==> config.mk <==
export PLATFORM = sky130hd
export DESIGN_NAME = mult_sequencer
export DESIGN_NICKNAME = d
export VERILOG_FILES = /design/src/rtl/mult_sequencer.sv
export SDC_FILE = /design/constraint.sdc
export NUM_CORES = 1
export LEC_CHECK = 0
export ABC_AREA = 1
export BUFFER_PORTS_ARGS = -buffer_cell sky130_fd_sc_hd__clkbuf_2
export CAP_MARGIN = 20
export CORE_MARGIN = 4
export CORE_UTILIZATION = 51
export DETAILED_ROUTE_END_ITERATION = 8
export PLACE_DENSITY_LB_ADDON = 0.2
export SLEW_MARGIN = 20
export SYNTH_ARGS = -nofsm -noshare
export SYNTH_HDL_FRONTEND = slang
export SYNTH_SLANG_ARGS = --single-unit
==> constraint.sdc <==
create_clock -name clk -period 1.2 [get_ports clk]
set_clock_uncertainty 0.05 [all_clocks]
set_input_delay 0.3 -clock clk [delete_from_list [all_inputs] [get_ports clk]]
set_output_delay 0.3 -clock clk [all_outputs]
set_load 0.02 [all_outputs]
==> src/rtl/mult_sequencer.sv <==
// mult_sequencer: shift-and-add multiplication sequencer.
// Each RUN cycle it presents a shifted copy of the multiplicand on Number and
// the current multiplier bit on Enable. A downstream accumulator adds Number
// whenever Enable is high and EF is low.
// Optional build macro MULT_ZERO_SKIP_EN: leave RUN as soon as no multiplier
// ones remain, instead of always running NBits cycles.
module mult_sequencer #(
  parameter int NBits = 8
) (
  input  logic                 clk,
  input  logic                 rst,
  input  logic                 start,
  input  logic [NBits-1:0]     Multiplicand,
  input  logic [NBits-1:0]     Multiplier,
  output logic [2*NBits-1:0]   Number,
  output logic                 Enable,
  output logic                 EF,
  output logic                 busy,
  output logic                 done
);

  localparam int CW = $clog2(NBits + 1);

  typedef enum logic [1:0] {
    IDLE = 2'd0,
    RUN  = 2'd1,
    DONE = 2'd2
  } state_t;

  state_t             state;
  state_t             next_state;
  logic [2*NBits-1:0] mcand_sr;
  logic [NBits-1:0]   mplier_sr;
  logic [CW-1:0]      count;
  logic               last_count;
  logic               finish;
  logic               load;

  assign last_count = (count == CW'(NBits - 1));
  assign load       = start && (state != RUN);

`ifdef MULT_ZERO_SKIP_EN
  // The current bit is consumed this cycle, so only bits above it matter.
  assign finish = last_count || ((mplier_sr >> 1) == '0);
`else
  assign finish = last_count;
`endif

  // State register with asynchronous active-low reset.
  always_ff @(posedge clk or negedge rst) begin
    if (!rst) begin
      state <= IDLE;
    end else begin
      state <= next_state;
    end
  end

  // Next-state logic: start is only honoured outside RUN.
  always_comb begin
    next_state = state;
    case (state)
      IDLE:    if (start) next_state = RUN;
      RUN:     if (finish) next_state = DONE;
      DONE:    next_state = start ? RUN : IDLE;
      default: next_state = IDLE;
    endcase
  end

  // Operand shift registers and iteration counter.
  always_ff @(posedge clk or negedge rst) begin
    if (!rst) begin
      mcand_sr  <= '0;
      mplier_sr <= '0;
      count     <= '0;
    end else if (load) begin
      mcand_sr  <= {{NBits{1'b0}}, Multiplicand};
      mplier_sr <= Multiplier;
      count     <= '0;
    end else if (state == RUN) begin
      mcand_sr  <= {mcand_sr[2*NBits-2:0], 1'b0};
      mplier_sr <= {1'b0, mplier_sr[NBits-1:1]};
      count     <= count + CW'(1);
    end
  end

  // Outputs are decoded straight from the registers.
  always_comb begin
    Number = mcand_sr;
    Enable = mplier_sr[0];
    EF     = (state != RUN);
    busy   = (state == RUN);
    done   = (state == DONE);
  end

endmodule

==> summary.md, run 1 <==
| Metric | Value |
|---|---|
| Status | complete, but fails checks |
| Failing checks | setup timing |
| Die width | 60.5 µm |
| Int Pwr | about 3.7 mW |
| # DRC | 0 |
| Max-Cap Viols | 0 |
| CTS root buf | clkbuf_4 |
| Top-Level Pins | 39 |
| Initial drt markers | 43 |
| Final Hold Vio Count | 0 |
| Warnings, synthesis | 0 |
| Global-route wire length before repair | about 5600 µm |
| Clock Sinks | 30 |
| Num CTS Buffers | 5 |
| Switching power | 2.67 mW |
| Clk pwr share | 0.119 |
| Lkg Pwr | about 1.2 nW |
| Diode count | 0 |
| Via Count | between 1000 and 1500 |
| TritonCTS clock tree | built |
| Slew @ Worst Pin | about 0.38 ns |
| Power per Cell Area | ~2800 nW/µm² |
| Rows | 18 |
| Crit. End Element | output port |
| DR pass1 iterations | 4 |
| Sum Neg Setup Slack | -4.60 ns |
| RSZ-0062 raised after global routing | true |
| Antenna-violating nets left | 0 |
| Worst path required time | between 0.8 and 0.9 ns |
| Max Buffers Root-to-Sink | 2 |
| Mapped Cells | 150 |
| Crit path kind | reg2out |
| Setup slack after layout | -0.295 ns |
| Total Power | 6.37 mW |
| Worst reg2reg path depth | 8 |
| Synthesized flop and latch total | 30 |
| DIE AREA | roughly 3700 µm² |
| Pin count of the biggest net entering global routing | 31 |
| Worst-Skew Late Latency | between 0.3 and 0.4 ns |
| Worst-path clk slew | around 0.1 ns |
| Total track usage | 0.210 |
| Share of cells above drive strength 1 | 0.602 |
| Slew Viols, Final | 0 |
| Sw Ratio | 0.420 |
| Sequential share of power | 0.290 |
| Fmax | 669 MHz |
| Register area share after synthesis | 0.533 |
| Netlist cell types | 22 |
| Worst VDD drop | between 2000 and 2500 µV |
| Remaining global-route overflow | 0 |
| Slew margin rel. | 0.746 |
| Hold Crit Depth | 3 |
| WL/cell | 17.0 µm |
| Final Cycle Share | 1.25 |
| Critical path peak fanout | 2 |
| Gp weighted congestion | 0.811 |
| Area grow syn2layout | 62.6% |
| Synthesized area per cell | 9.38 µm² |
| DPL Wire Length | roughly 2200 µm |
| Via-per-instance ratio | between 5 and 6 |
| Port Buf Inserts | 38 |
| Post-Route WL | approximately 4300 µm |
| Clock H-tree levels | 2 |
| Initial Util | 0.553 |
| Synthesized area | between 1000 and 1500 µm² |
| Initial antenna violation count | 0 |
| Startpoint types | flop |
| Gate power share | 0.591 |
| Min Tclk post-route | 1.49 ns |
| Number of global-route vias before repair | 1288 |
| Final setup fails | 50 |
| Nets | 240 |
| Core ar. | between 2000 and 3000 µm² |
| CP arrival | between 1 and 1.5 ns |
| Die Ht | ~61 µm |
| Net Count, Synth | 170 |
| Worst min path class | in2reg |
-- power groups by stage --
stage / Sequential (mW) / Clock (mW) / Combinational, mW
after floorplan: 2.01 / 0 / 1.22
after global placement: 1.73 / 0 / 2.04
after detailed placement: 1.75 / 0 / 2.10
after CTS: 1.72 / 0.755 / 2.65
after global routing: 1.89 / 0.824 / 4.02
final: 1.85 / 0.758 / 3.76
-- flip-flops by register name, summed over array words and instances, names as in the netlist --
name,count
count,4
Number,16
mplier_sr,8
state,2
-- cell usage after synthesis (all sizes together) --
cell | instances | area, µm²
nand2 | 50 | 236
dfrtp | 30 | 751
nand3 | 29 | 180
inv | 17 | 68.8
o22ai | 6 | 37.5
buf | 5 | 57.6
o21ai | 5 | 25.0
nor2 | 3 | 18.8
a21oi | 2 | 10.0
clkbuf | 1 | 3.75
ha | 1 | 12.5
nand4 | 1 | 6.26
-- per-layer routing --
metal	GRT usage	routed length [µm]	vias to the layer above
li1	-	-	624
met1	0.247	1670	666
met2	0.352	2250	57
met3	0.0830	295	4
met4	0.0712	49	0
met5	0	0	-
-- per-stage QoR --
step           std cells  setup WS (ns)  hold WS (ns)   util  instance area (µm²)
2_1_floorplan        150          0.104       -0.0456      -                 1410
3_3_place_gp         221         0.0696         0.277  0.645                 1640
3_5_place_dp         221         0.0547         0.280  0.645                 1640
4_1_cts              240         -0.252         0.108  0.754                 1920
5_1_grt              251         -0.328        0.0978  0.899                 2290
6_report             251         -0.295         0.105  0.899                 2290
-- cells in the final DEF, fill, tap and decap left out, drive strengths merged, types with 2 or more instances in the layout --
cell type  count
o21ai          5
nor2           3
o22ai          6
buf           42
nand3         29
dfrtp         30
inv           17
a21oi          2
nand2         50
clkbuf        34
-- layout make-up --
cell class | instances | area (µm²)
Tap cell | 30 | 37.5
Inverter | 17 | 73.8
Sequential cell | 30 | 753
Timing Repair Buffer | 69 | 636
Clock buffer | 8 | 78.8
Multi-Input combinational cell | 97 | 709
Fill cell | 111 | 256
-- cell families after synthesis --
family	after synthesis	share of synthesized area
adder cells (fa/ha/maj)	1	0.00889
AO/OA/AOI/OAI	13	0.0516
buffers and inverters	23	0.0924
AND/OR/NAND/NOR	83	0.314
flip-flops	30	0.533
-- worst max-delay path, stage by stage, from the launching register on --
cell and delay, ns:
dfrtp_1 0.46, inv_2 0.14, nand2_4 0.08, buf_8 0.13
-- final timing paths --
kind	slack, ns	from	end
worst max-delay path	-0.29	state[1]	EF
min in group asynchronous	0.45	rst	state[1]
worst max register to register	-0.23	state[0]	count[3]
max in group asynchronous	0.35	rst	Number[2]
worst min register to register	0.42	count[3]	state[1]
worst min-delay path	0.10	Multiplicand[0]	Number[0]
-- timing repair --
item,CTS,global route
hold endpoints to repair,30,0
setup endpoints to repair,20,44
buffers inserted,10,11
cloned,0,1
hold buffers,1,0
pin swaps,2,9
resized for setup,31,86
Power figures use the tool's default switching activity.
==> run 2, diff against run 1 <==
Settings changed: CTS_BUF_LIST set to sky130_fd_sc_hd__clkbuf_16.
==> run 2 against run 1 <==
Against the previous run:
- the run still ends with setup timing left
- combinational power decreased by 9.3%
- sequential power decreased by 3%
- sequential cell count unchanged
- largest power group unchanged
==> summary.md, run 2 (same netlist as run 1, synthesis figures left out) <==
| Metric | Value |
|---|---|
| Initial drt markers | 50 |
| Commonest non-fill, non-tap cell in the layout | dfrtp_1 |
| Via Count | 1319 |
| CTS root buf | clkbuf_16 |
| Worst VDD drop | 2230 µV |
| RR Endpoint | count[3] |
| WL/cell | ~16 µm |
| Clk pwr share | 0.180 |
| Worst r2r src | state[0] |
| Worst reg2reg path depth | 8 |
| Crit-path leading delay family | buffers and inverters |
| Lkg Pwr | roughly 1.2 nW |
| Num CTS Buffers | 5 |
| Slowest-stage cell, CP | dfrtp_2 |
| Final setup fails | 26 |
| Global-route wire length before repair | around 5500 µm |
| Final Hold Vio Count | 0 |
| Met3 Use GR | 0.0809 |
| Setup slack after layout | -0.164 ns |
| Via-per-instance ratio | approximately 5.3 |
| Post-Route WL | 3990 µm |
| Startpoint types | flop |
| Hold Path End | Number[0] |
| Hold_sp | Multiplicand[0] |
| Rows | 18 |
| CP arrival | ~1.5 ns |
| Max reg flops | 16 |
| Fmax | about 730 MHz |
| Clock Sinks | 30 |
| Port Buf Inserts | 38 |
| Antenna-violating nets left | 0 |
| Sequential share of power | 0.283 |
| Setup Slack @ Placement | 0.0547 ns |
| Slew Viols, Final | 0 |
| TritonCTS clock tree | built |
| Nets | 237 |
| Max-Cap Viols | 0 |
| Min Tclk post-route | 1.36 ns |
| Diode count | 0 |
| Pin count of the biggest net entering global routing | 31 |
| Critical path peak fanout | 8 |
| CP max stage delay | 0.43 ns |
| Met2 GRT Util | 0.332 |
| Die Ht | just over 60 µm |
| Power per Cell Area | roughly 2900 nW/µm² |
| Hold Crit Depth | 3 |
| Sum Neg Setup Slack | -2.22 ns |
| Worst min path class | in2reg |
| Sw Ratio | 0.412 |
| Bufs and invs on worst path | 4 |
| Slew margin rel. | 0.755 |
| Switching power | approximately 2.6 mW |
| Share of cells above drive strength 1 | 0.601 |
| Top-Level Pins | 39 |
| # DRC | 0 |
| R2R Setup Slk | -0.16 ns |
| Gate power share | 0.537 |
| Final Cycle Share | 1.14 |
| Max Buffers Root-to-Sink | 2 |
| Failing checks | setup timing |
| DIE AREA | roughly 3700 µm² |
| Met1 Usage GRT | 0.244 |
| Number of global-route vias before repair | 1263 |
| Crit. End Element | flop |
| Remaining global-route overflow | 0 |
| Worst-Skew Late Latency | roughly 0.27 ns |
| Slew @ Worst Pin | 0.367 ns |
| Int Pwr | around 3.7 mW |
| Die width | approximately 61 µm |
| Clock H-tree levels | 2 |
| Worst path cell trace | inv_2 > nor2_4 > buf_4 > buf_6 > buf_8 > nand3_1 > nand2_1 > nand2_1 |
| Worst path required time | 1.31 ns |
| Crit path top cell by count | nand2_1 |
| Core ar. | 2540 µm² |
| DR pass1 iterations | 6 |
| RSZ-0062 raised after global routing | true |
| Status | complete, but fails checks |
| GRT busiest layer | met2 |
| Most frequent cells in the layout | dfrtp_1 (28), clkbuf_2 (27), buf_4 (21), nand2_1 (20), nand3_2 (17) |
| Initial antenna violation count | 0 |
| DPL Wire Length | between 2000 and 2500 µm |
| Worst-path clk slew | about 0.05 ns |
| Initial Util | 0.553 |
| Crit path kind | reg2reg |
| Area grow syn2layout | 57.5% |
| Gp weighted congestion | 0.811 |
| Total track usage | 0.205 |
-- run 2: worst max path at each step --
stage               slack [ns]  startpoint  endpoint  cells after the start
floorplan                 0.10    state[0]      busy                      3
global placement          0.07    state[0]      busy                      3
detailed placement        0.05    state[0]      busy                      3
CTS                      -0.17    state[0]      done                      2
global route             -0.24    state[0]  count[3]                      8
finish                   -0.16    state[0]  count[3]                      8
-- run 2: final cells by class --
cell class,instances,area [µm²]
flip-flops and latches,30,753
multi-input cells,97,714
repair buffers,66,502
fillers,122,328
clock buffers,5,125
inverters,17,73.8
well taps,30,37.5
clock inverters,3,11.3
-- run 2: timing repair --
| action | in CTS | in global routing |
|---|---|---|
| endpoints found under the hold margin | 30 | 0 |
| gates resized for setup | 19 | 67 |
| hold buffers | 1 | 0 |
| setup endpoints to repair | 6 | 35 |
| setup buffers | 4 | 13 |
| pin swaps | 2 | 9 |
| cloned | 0 | 1 |
-- run 2: metrics by stage --
| step | cell area, µm² | cells | util | hold WS (ns) | power (mW) |
|---|---|---|---|---|---|
| 2_1_floorplan | 1410 | 150 | - | -0.0456 | 3.23 |
| 3_3_place_gp | 1640 | 221 | 0.645 | 0.277 | 3.77 |
| 3_5_place_dp | 1640 | 221 | 0.645 | 0.280 | 3.85 |
| 4_1_cts | 1880 | 234 | 0.737 | 0.178 | 5.28 |
| 5_1_grt | 2220 | 248 | 0.871 | 0.198 | 6.71 |
| 6_report | 2220 | 248 | 0.871 | 0.181 | 6.35 |
-- run 2: per-layer routing --
metal  wire, µm  part of all wire
met1       1630              0.41
met4         56             0.014
met2       2040              0.51
met3        263             0.066
met5          0                 0
-- run 2: worst register-to-register path, delay by kind of cell (launching register included) --
kind / cells / cell delay [ns]
and+or+nand+nor: 4 / 0.32
DFF: 1 / 0.43
buffers and inverters: 4 / 0.45
-- run 2: power groups by stage --
stage                     Combinational [mW]  Clock (mW)  Sequential (mW)
after global routing                    3.66        1.21             1.84
after global placement                  2.04           0             1.73
final                                   3.41        1.14             1.80
after detailed placement                2.10           0             1.75
after CTS                               2.38        1.16             1.74
after floorplan                         1.22           0             2.01
==> run 3, diff against run 2 <==
--- a/config.mk
+++ b/config.mk
@@ -15,3 +15,2 @@
 export PLACE_DENSITY_LB_ADDON = 0.2
-export SLEW_MARGIN = 20
 export SYNTH_ARGS = -nofsm -noshare
==> constraint.sdc (replaced) <==
create_clock -name clk -period 1.2 [get_ports clk]
set_clock_uncertainty 0.05 [all_clocks]
set_input_delay 0.24 -clock clk [delete_from_list [all_inputs] [get_ports clk]]
set_output_delay 0.24 -clock clk [all_outputs]
set_load 0.02 [all_outputs]
==> run 3 against run 2 <==
Against the previous run:
- via count fell by 5.0%
- critical path type is now reg2out
- the flow still finishes with violations (setup timing)
- non-clock buffer count is 10 lower
- critical endpoint is now done
- count of clock-buffer cells in the layout unchanged
- largest power group unchanged
- first-iteration DRC count is 14% lower
- core utilization decreased by 4.6 points
- sequential power about the same
==> summary.md, run 3 (same netlist as run 1, synthesis figures left out) <==
| Metric | Value |
|---|---|
| DR pass1 iterations | 4 |
| Non-Filler Instances | between 200 and 250 |
| Via Count | roughly 1300 |
| Diode count | 0 |
| Crit path kind | reg2out |
| CTS root buf | clkbuf_16 |
| Share of cells above drive strength 1 | 0.507 |
| Worst-path clk slew | 0.05 ns |
| Placed insts | ~220 |
| Via-per-instance ratio | about 5.2 |
| Clock H-tree levels | 2 |
| Max Buffers Root-to-Sink | 2 |
| Worst path required time | 0.91 ns |
| Top-Level Pins | 39 |
| Status | complete, but fails checks |
| Max-Cap Viols | 0 |
| Number of global-route vias before repair | roughly 1200 |
| Fmax | between 700 and 800 MHz |
| Core ar. | about 2500 µm² |
| Post-Route WL | between 3000 and 4000 µm |
| Global-route wire length before repair | 5300 µm |
| DPL Wire Length | 2190 µm |
| Slew @ Worst Pin | 0.378 ns |
| Setup slack after layout | -0.113 ns |
| Setup Slack @ Placement | between 0.02 and 0.03 ns |
| Slew margin rel. | 0.748 |
| Sum Neg Setup Slack | -0.472 ns |
| Min Tclk post-route | around 1.3 ns |
| Rows | 18 |
| Port Buf Inserts | 38 |
| Max reg flops | 16 |
| Failing checks | setup timing |
| Remaining global-route overflow | 0 |
| WL/cell | between 10 and 15 µm |
| Power per Cell Area | between 2000 and 3000 nW/µm² |
| Most frequent cells in the layout | nand2_1 (33), clkbuf_2 (33), dfrtp_1 (28), nand3_1 (16), inv_1 (14) |
| # DRC | 0 |
| Gp weighted congestion | approximately 0.87 |
| Worst-Skew Late Latency | 0.27 ns |
| Worst min path class | in2reg |
| Nets | ~230 |
| Layout Utilization | 0.825 |
| Layout fillers | around 170 |
| CP arrival | 1.02 ns |
| Slew Viols, Final | 0 |
| RSZ-0062 raised after global routing | true |
| Final Hold Vio Count | 0 |
| Initial antenna violation count | 0 |
| Num CTS Buffers | 5 |
| Antenna-violating nets left | 0 |
| Die Ht | 60.5 µm |
| Total track usage | 0.204 |
| Initial drt markers | 43 |
| Startpoint types | flop |
| Initial Util | 0.553 |
| Final setup fails | 13 |
| Pin count of the biggest net entering global routing | 31 |
| Lkg Pwr | between 1 and 1.5 nW |
| Crit. End Element | output port |
| DIE AREA | around 3700 µm² |
| Final Cycle Share | 1.09 |
| Critical path peak fanout | 2 |
| Area grow syn2layout | 49.2% |
| Clock Sinks | 30 |
| Die width | ~61 µm |
| TritonCTS clock tree | built |
| Worst VDD drop | ~2400 µV |
run 3: cell types whose count changed in the layout (fill, tap and decap cells not counted), sizes merged:
cell and change:
inv +2, clkinv -2, clkbuf +4, bufinv +1
buf -14
run 3: final timing paths:
check / start / slack [ns] / cells after the start / end
max: state[1] / -0.11 / 3 / done
max reg2reg: state[0] / -0.04 / 6 / count[2]
min in group asynchronous: rst / 0.46 / 3 / mplier_sr[1]
min reg2reg: count[3] / 0.42 / 1 / state[1]
max in group asynchronous: rst / 0.34 / 3 / Number[6]
min: Multiplicand[0] / 0.12 / 3 / Number[0]
run 3: per-stage QoR:
step	total power, mW	hold WS (ns)	cell area, µm²
final	6.06	0.118	2100
after CTS	5.46	0.115	1880
after detailed placement	3.87	0.224	1650
after floorplan	3.23	-0.106	1410
after global routing	6.44	0.130	2100
after global placement	3.81	0.216	1650
run 3: power breakdown:
group	total (mW)	switching, mW	internal (mW)	leakage [nW]
registers	1.80	0.356	1.44	0.388
clock network	1.36	0.405	0.960	0.0864
logic	2.90	1.63	1.26	0.694
total	6.06	2.39	3.67	1.17
run 3: routing by layer:
layer | up-vias | GRT usage | routed length (µm)
li1 | 600 | - | -
met1 | 597 | 0.246 | 1500
met2 | 46 | 0.323 | 1690
met3 | 10 | 0.0894 | 289
met4 | 0 | 0.0805 | 88
met5 | - | 0 | 0
run 3: worst max-delay path: stages, from the launching register on:
cell and delay (ns):
dfrtp_1 0.40, inv_2 0.08, nor2_2 0.14, buf_6 0.13
run 3: layout make-up:
cell class | instances | area, µm² | area share
clock buffers | 5 | 125 | 0.0596
clock inverters | 3 | 37.5 | 0.0179
inverters | 17 | 78.8 | 0.0375
multi-input cells | 97 | 651 | 0.310
flip-flops and latches | 30 | 753 | 0.359
well taps | 30 | 37.5 | 0.0179
repair buffers | 56 | 408 | 0.194
repair inverters | 1 | 8.76 | 0.00417
run 3: repair_timing:
| item | CTS | global route |
|---|---|---|
| cloned | 0 | 2 |
| endpoints found under the hold margin | 30 | 0 |
| resized for setup | 8 | 48 |
| hold buffers | 1 | 0 |
| endpoints found under the setup margin | 3 | 29 |
| setup buffers | 4 | 2 |
| pin swaps | 2 | 6 |
